<file path="config.mk">
export PLATFORM = sky130hd
export DESIGN_NAME = tbuf_bus_arbiter
export DESIGN_NICKNAME = d
export VERILOG_FILES = /design/src/rtl/tbuf_bus_arbiter.sv
export SDC_FILE = /design/constraint.sdc
export NUM_CORES = 1
export LEC_CHECK = 0
export BUFFER_PORTS_ARGS = -buffer_cell sky130_fd_sc_hd__buf_4
export CAP_MARGIN = 20
export CORE_AREA = 2 2 65 67
export CTS_BUF_LIST = sky130_fd_sc_hd__clkbuf_2
export CTS_CLUSTER_SIZE = 8
export DETAILED_ROUTE_END_ITERATION = 7
export DIE_AREA = 0 0 67 69
export PLACE_DENSITY_LB_ADDON = 0.15
export SYNTH_ARGS = -nofsm -noshare
export SYNTH_HDL_FRONTEND = slang
export SYNTH_SLANG_ARGS = --single-unit
</file>
<file path="constraint.sdc">
create_clock -name CLK -period 1.5 [get_ports CLK]
set_clock_uncertainty 0.15 [all_clocks]
set_input_delay 0.3 -clock CLK [delete_from_list [all_inputs] [get_ports CLK]]
set_output_delay 0.3 -clock CLK [all_outputs]
set_load 0.01 [all_outputs]
</file>
<file path="src/rtl/tbuf_bus_arbiter.sv">
// tbuf_bus_arbiter: round-robin owner selection and TBUFX1 enable/data drive for a shared tristate bus
module tbuf_bus_arbiter #(
  parameter int N        = 4,
  parameter int W        = 8,
  parameter int TURN_CYC = 1,
  parameter int MAX_HOLD = 4
) (
  input  logic           CLK,
  input  logic           RST,
  input  logic [N-1:0]   REQ,
  input  logic [N*W-1:0] DIN,
  output logic [N-1:0]   GNT,
  output logic [N-1:0]   BUS_EN,
  output logic [N*W-1:0] BUS_A,
  output logic           BUSY
);
  localparam int PW = (N > 1) ? $clog2(N) : 1;
  localparam int HW = $clog2(MAX_HOLD + 1);
  localparam int TW = $clog2(TURN_CYC + 1);
  typedef enum logic [1:0] {IDLE, DRIVE, TURN} state_t;
  state_t        state, state_n;
  logic [PW-1:0] ptr, ptr_n, owner, owner_n, win;
  logic [HW-1:0] hc, hc_n;
  logic [TW-1:0] tc, tc_n;
  logic [N-1:0]  gnt_n;
  logic          busy_n;
  assign BUS_EN = GNT;
  // first requester at or after ptr, wrapping explicitly at N
  always_comb begin
    win = ptr;
    for (int k = N - 1; k >= 0; k--) begin
      int j;
      j = int'(ptr) + k;
      if (j >= N) j -= N;
      if (REQ[j]) win = PW'(j);
    end
  end
  always_comb begin
    state_n = state;
    ptr_n   = ptr;
    owner_n = owner;
    hc_n    = hc;
    tc_n    = tc;
    gnt_n   = GNT;
    busy_n  = BUSY;
    case (state)
      IDLE: if (|REQ) begin
        state_n = DRIVE;
        owner_n = win;
        gnt_n   = N'(1) << win;
        hc_n    = HW'(1);
        busy_n  = 1'b1;
      end
      DRIVE: if (REQ[owner] && hc < HW'(MAX_HOLD)) hc_n = hc + HW'(1);
      else begin
        state_n = TURN;
        gnt_n   = '0;
        ptr_n   = (owner == PW'(N - 1)) ? '0 : owner + PW'(1);
        tc_n    = TW'(1);
      end
      TURN: if (tc < TW'(TURN_CYC)) tc_n = tc + TW'(1);
      else begin
        state_n = IDLE;
        busy_n  = 1'b0;
      end
      default: state_n = IDLE;
    endcase
  end
  // A is pre-inverted so the inverting TBUFX1 restores true-polarity data
  always_ff @(posedge CLK) begin
    if (RST) begin
      state <= IDLE;
      ptr   <= '0;
      owner <= '0;
      hc    <= '0;
      tc    <= '0;
      GNT   <= '0;
      BUSY  <= 1'b0;
      BUS_A <= '0;
    end else begin
      state <= state_n;
      ptr   <= ptr_n;
      owner <= owner_n;
      hc    <= hc_n;
      tc    <= tc_n;
      GNT   <= gnt_n;
      BUSY  <= busy_n;
      BUS_A <= ~DIN;
    end
  end
endmodule

</file>
==> results.tsv, run 1 <==
metric	value	unit
Max VDD drop	0.0007123	V
Slowest Stage Delay on Critical Path	460	ps
largest net degree at the start of global routing	27	
crit-path max FO	6	
grt met2 use	0.3333	
ant diodes	0	
CTS tree	done	
DR iter-0 viols	59	
first-pass GRT wire length	6.748	mm
Core Area	3914	um2
critical path type	flop to flop	
Async SR Flop Fraction	0	
DIE WIDTH	67	um
initial antenna violation count	0	
Adder-Cell Fraction of Synth Area	0.01572	
RSZ-0062 raised after global routing	yes	
Most Crowded Layer GR	met2	
WHS Path Cells	4	
synthesis-to-finish area growth	82.47	%
run status	finished with violations	
GR Overflow Total	0	
Synth Flop Type	dfxtp_1	
Netlist Area Pre-Place	1592	um2
GRT Util Overall	0.1913	
Max Freq	0.6494	GHz
vias in the first global route	1567	
port bufs	78	
post-synthesis xor/xnor area fraction	0	
Final Hold Fails	0	
Critical R2R Launch	owner[1]$_SDFFE_PP0P_	
crit path cell chain	mux2i_4 -> o22ai_4 -> buf_4 -> a311oi_2	
Syn Nets	205	
worst hold path type	primary input to flop	
pwr/cell area	986.9	nW/um2
failing checks	setup timing	
I/O Pins	79	
sequential share of the synthesized area	0.5912	
die area	4623	um2
Critical-path top delay cell	dfxtp_4	
final instance area	2904	um2
depth of the most critical reg-to-reg path	4	
Final period util	1.027	
area fraction in compound gates after synthesis	0.1313	
Initial Util	0.4066	
DRC viols	0	
final worst slack	-39.89	ps
clock sink count	47	
Worst Path Required	1690	ps
most common cell after layout, fill and taps aside	buf_4	
met3 Resource Use GR	0.06362	
# nets final	337	
mean cell area of the mapped netlist	9.646	um2
Initial DRT Pass Iterations	4	
final setup fails	2	
die height	69	um
final wirelength	4.350	mm
Max Cap Viol	0	
leakage	1.348	nW
H-tree levels	2	
Final HPWL DP	2.678	mm
DR WL/cell	12.50	um
synth unique cells	31	
synthesized flop and latch total	47	
M1 GR Usage	0.2098	
Avg Vias per Cell	4.750	
Cell Area, Placed	2350	um2
row count	23	
Cells after Synth	165	
Least-Margin Pin Slew	482.1	ps
Worst-path clk slew	260	ps
setup TNS	-69.12	ps
clock latency at the later pin of the worst-skew pair	420	ps
RD Place Congestion	0.7171	
Hold Path End	state[1]$_SDFFE_PP0P_	
mux contribution to synthesized area	0.02516	
TritonCTS Buffers	5	
CTS root buf	clkbuf_2	
Final ANT Viol Nets	0	
slew margin rel.	0.6759	
CP Launch Type	flop	
layout cell share with drive strength beyond 1	0.4698	
min-delay src	RST	
arrival time of the worst setup path	1730	ps
Simple-Gate Fraction of Synth Area	0.1769	
Post-synth EDFFs	0	
flop2flop setup slack	-40	ps
crit path capture type	flop	
Ys Warns	0	
vias	1653	
worst r2r dst	hc[0]$_SDFFE_PP0P_	
Max clock buf depth	2	
commonest cells after routing, fill and taps aside	buf_4 (105), dfxtp_1 (38), nor2_1 (37)	
Period minus WS final	1540	ps
count of final max-slew check failures	0	
main combinational cell family by area after synthesis	simple AND/OR/NAND/NOR gates	
[registers in the layout, summed over array words and instances (netlist names)]
name    cells
BUSY        1
BUS_A      32
BUS_EN      4
hc          3
owner       2
ptr         2
state       2
tc          1
[where the power goes]
part           switching (W)  total [W]  internal (W)
clock network       0.000406   0.000689      0.000283
logic               0.000333   0.000773      0.000440
registers          0.0000545    0.00140       0.00135
[cell usage after synthesis, types with 2 or more instances]
master     n  area [um2]
nand2b_1   2       12.51
o21bai_1   2       15.01
or2b_1     2       15.01
or3_1      2       12.51
nor2_1    37       138.9
or2_2      2       12.51
ha_1       2       25.02
dfxtp_1   47       940.9
o32ai_1    4       35.03
o21ai_0    2       10.01
a211o_1    2       17.52
a311oi_1   2       17.52
clkbuf_1   5       18.77
a211oi_1   2       15.01
a21oi_1   12       60.06
nor3_1     4       20.02
buf_4      6       45.04
mux2i_1    4       40.04
nand2_1    3       11.26
o22ai_1    2       12.51
nand3_1    5       25.02
inv_1      7       26.28
[kinds of logic (layout without fill, tap and decap cells)]
group / count (synthesis) / count (layout)
adder cells (fa/ha/maj): 2 / 2
multiplexers: 4 / 4
buffers and inverters: 19 / 152
AO/OA/AOI/OAI: 31 / 31
AND/OR/NAND/NOR: 62 / 62
flip-flops: 47 / 47
[metal layers]
metal	vias to the layer above	wire length, um
li1	826	-
met3	7	252
met1	770	1729
met5	-	0
met2	50	2289
met4	0	78
[worst max path at each step]
stage                           from               endpoint  cells after the start
3_3_place_gp                  REQ[1]     hc[1]$_SDFFE_PP0P_                      5
4_1_cts        owner[0]$_SDFFE_PP0P_     hc[0]$_SDFFE_PP0P_                      4
6_report       owner[1]$_SDFFE_PP0P_     hc[0]$_SDFFE_PP0P_                      4
2_1_floorplan  state[1]$_SDFFE_PP0P_  owner[1]$_SDFFE_PP0P_                      4
5_1_grt        owner[1]$_SDFFE_PP0P_     hc[0]$_SDFFE_PP0P_                      4
3_5_place_dp                  REQ[1]     hc[1]$_SDFFE_PP0P_                      5
[layout make-up]
type | instances | area [um2]
Clock buffer | 5 | 25.02
Clock inverter | 3 | 42.54
Fill cell | 287 | 1010
Inverter | 7 | 26.28
Multi-Input combinational cell | 99 | 681.9
Sequential cell | 47 | 957.2
Tap cell | 50 | 62.56
Timing Repair Buffer | 137 | 1109
[through the flow]
step	hold WS (ps)	worst slack, ps	power (W)	utilization	cells
floorplan	216.7	-54.48	0.001697	-	165
global placement	302.1	-182.6	0.002004	0.6004	304
detailed placement	304.1	-241.3	0.002013	0.6004	304
CTS	18.36	-51.25	0.002792	0.7097	346
global route	13.97	-95.57	0.003004	0.7420	348
finish	41.24	-39.89	0.002866	0.7420	348
[timing repair]
action | CTS | global route
pin swaps | 1 | 10
setup buffers | 2 | 2
cloned | 0 | 0
setup endpoints to repair | 12 | 18
gates resized for setup | 9 | 22
hold buffers | 32 | 0
endpoints found under the hold margin | 32 | 0
[worst max-delay path: cells and delay by family, from the launching register on]
kind | cells | cell delay (ps)
multiplexers | 1 | 280
buffers and inverters | 1 | 170
AO/OA/AOI/OAI | 2 | 390
flip-flops | 1 | 460
(Power assumes the default switching activity.)
==> run 2, diff against run 1 <==
--- a/config.mk
+++ b/config.mk
@@ -7,12 +7,12 @@
 export LEC_CHECK = 0
 export BUFFER_PORTS_ARGS = -buffer_cell sky130_fd_sc_hd__buf_4
 export CAP_MARGIN = 20
-export CORE_AREA = 2 2 65 67
+export CORE_AREA = 2 2 62 64
 export CTS_BUF_LIST = sky130_fd_sc_hd__clkbuf_2
 export CTS_CLUSTER_SIZE = 8
 export DETAILED_ROUTE_END_ITERATION = 7
-export DIE_AREA = 0 0 67 69
-export PLACE_DENSITY_LB_ADDON = 0.15
+export DIE_AREA = 0 0 64 66
+export PLACE_DENSITY = 0.89
 export SYNTH_ARGS = -nofsm -noshare
 export SYNTH_HDL_FRONTEND = slang
 export SYNTH_SLANG_ARGS = --single-unit
==> constraint.sdc (replaced) <==
create_clock -name CLK -period 1.7 [get_ports CLK]
set_clock_uncertainty 0.15 [all_clocks]
set_input_delay 0.34 -clock CLK [delete_from_list [all_inputs] [get_ports CLK]]
set_output_delay 0.34 -clock CLK [all_outputs]
set_load 0.01 [all_outputs]
==> run 2 against run 1 <==
  * The run now ends clean
  * Sequential power is 12% lower
  * Hold slack worse by 16 ps
  * Global-route usage is 3.8 points higher
  * Final area is 7.7% lower
  * Critical path depth is 1 lower
  * Via count is 0.97% lower
  * Combinational power is 25% lower
  * Wire length is 6.8% higher
  * Sequential share of layout area is 2.2 points higher
  * Die area is 8.6% lower
  * Critical path type unchanged
==> results.tsv, run 2 (synthesized netlist as in run 1, its figures left out) <==
metric	value	unit	change
run status	finished clean		
pre-CTS setup slack	-81.33	ps	+159.9 ps
die area	4224	um2	-8.6%
post-CTS setup buffers	0		-2
# nets final	325		-3.6%
GR Overflow Total	0		unchanged
Final HPWL DP	2.780	mm	+3.8%
final wirelength	4.646	mm	+6.8%
die height	66	um	-4.3%
vias in the first global route	1624		+3.6%
arrival time of the worst setup path	1840	ps	+110 ps
initial antenna violation count	0		unchanged
Max Cap Viol	0		unchanged
Least-Margin Pin Slew	612.4	ps	+130.3 ps
clock latency at the later pin of the worst-skew pair	430	ps	about the same
GRT Util Overall	0.2291		+0.03782
Slowest Stage Delay on Critical Path	500	ps	+40 ps
Max VDD drop	0.0007216	V	+1.3%
row count	22		-4.3%
Final period util	0.9578		-0.06882
final worst slack	71.79	ps	+111.7 ps
Period minus WS final	1628	ps	+88.32 ps
critical path type	flop to flop		
H-tree levels	2		unchanged
layout cell share with drive strength beyond 1	0.3531		-0.1167
Top reg by flops	BUS_A		
CTS root buf	clkbuf_2		
Core Area	3551	um2	-9.3%
worst hold path type	primary input to flop		
max reg flops	32		unchanged
largest net degree at the start of global routing	28		+3.7%
I/O Pins	79		unchanged
Max clock buf depth	2		unchanged
CTS tree	done		
Initial DRT Pass Iterations	4		unchanged
ant diodes	0		unchanged
clock sink count	47		unchanged
RD Place Congestion	0.8504		+19%
crit-path max FO	8		+2
commonest cells after routing, fill and taps aside	buf_4 (87), dfxtp_1 (46), dlygate4sd3_1 (38)		
slew margin rel.	0.5880		-0.08793
TritonCTS Buffers	5		unchanged
Max Freq	0.6142	GHz	-5.4%
Worst Path Required	1910	ps	+220 ps
Final ANT Viol Nets	0		unchanged
synthesis-to-finish area growth	68.47	%	
Worst-path clk slew	210	ps	-50 ps
count of final max-slew check failures	0		unchanged
Avg Vias per Cell	4.901		+3.2%
vias	1637		-0.97%
crit path capture type	flop		
pwr/cell area	846.3	nW/um2	-14%
Initial Util	0.4482		+0.04155
crit path cell chain	or3_1 -> or4_1 -> a21oi_1		
utilization after layout	0.7551		+0.01310
DR WL/cell	13.91	um	+11%
final setup fails	0		-2
DIE WIDTH	64	um	-4.5%
CP Launch Type	flop		
most common cell after layout, fill and taps aside	buf_4		
port bufs	78		unchanged
flop2flop setup slack	70	ps	+110 ps
first-pass GRT wire length	7.307	mm	+8.3%
DR iter-0 viols	72		+22%
leakage	1.264	nW	-6.2%
RSZ-0062 raised after global routing	yes		
DRC viols	0		unchanged
Final Hold Fails	0		unchanged
Critical-path top delay cell	or3_1		
worst hold slack	25.26	ps	-15.98 ps
==> run 2: changes by cell type in the layout (fill, tap and decap cells not counted), sizes merged <==
cell,change
bufinv,-1
inv,-1
buf,-18
clkinv,+1
clkinvlp,+1
dlygate4sd3,+6
==> run 2: critical path: cells and delay by family (launching register included) <==
kind | cells | cell delay (ps)
and+or+nand+nor | 2 | 940
DFF | 1 | 360
AOI/OAI and AO/OA | 1 | 130
==> run 2: routing by layer <==
layer,track usage,part of all wire,routed length (um)
met1,0.2283,0.37,1725
met2,0.4245,0.54,2489
met3,0.06985,0.062,288
met4,0.1223,0.031,143
met5,0,0,0
==> run 2: repair_timing <==
item / in CTS / in global routing
endpoints found under the hold margin: 32 / 0
gates resized for setup: 1 / 4
gates cloned: 0 / 0
endpoints found under the setup margin: 5 / 8
pin swaps: 0 / 0
hold buffers: 38 / 0
==> run 2: path summary, 6_finish.rpt <==
path / startpoint / end / depth (start not counted)
min: RST / BUS_A[1]$_SDFF_PP0_ / 2
max: state[1]$_SDFFE_PP0P_ / owner[1]$_SDFFE_PP0P_ / 3
min reg2reg: owner[1]$_SDFFE_PP0P_ / owner[1]$_SDFFE_PP0P_ / 2
max reg2reg: state[1]$_SDFFE_PP0P_ / owner[1]$_SDFFE_PP0P_ / 3
==> run 2: final cells by class <==
cell class              instances  area, um2
inverters                       7      26.28
repair buffers                125       1033
multi-input cells              99      574.3
flip-flops and latches         47      942.2
clock buffers                   5      25.02
fillers                       224      869.6
clock inverters                 3      20.02
well taps                      48      60.06
==> run 2: through the flow <==
step | instances | TNS, ps | instance area (um2) | total power [W]
after floorplan | 165 | 0 | 1592 | 0.001494
after global placement | 288 | -26.64 | 2236 | 0.001712
after detailed placement | 288 | -586.1 | 2236 | 0.001732
after CTS | 334 | 0 | 2668 | 0.002248
after global routing | 334 | -11.51 | 2681 | 0.002388
final | 334 | 0 | 2681 | 0.002269
==> run 2: where the power goes <==
part           internal [W]  switching, W
Sequential          0.00119     0.0000477
Clock             0.0000987      0.000359
Combinational      0.000313      0.000263
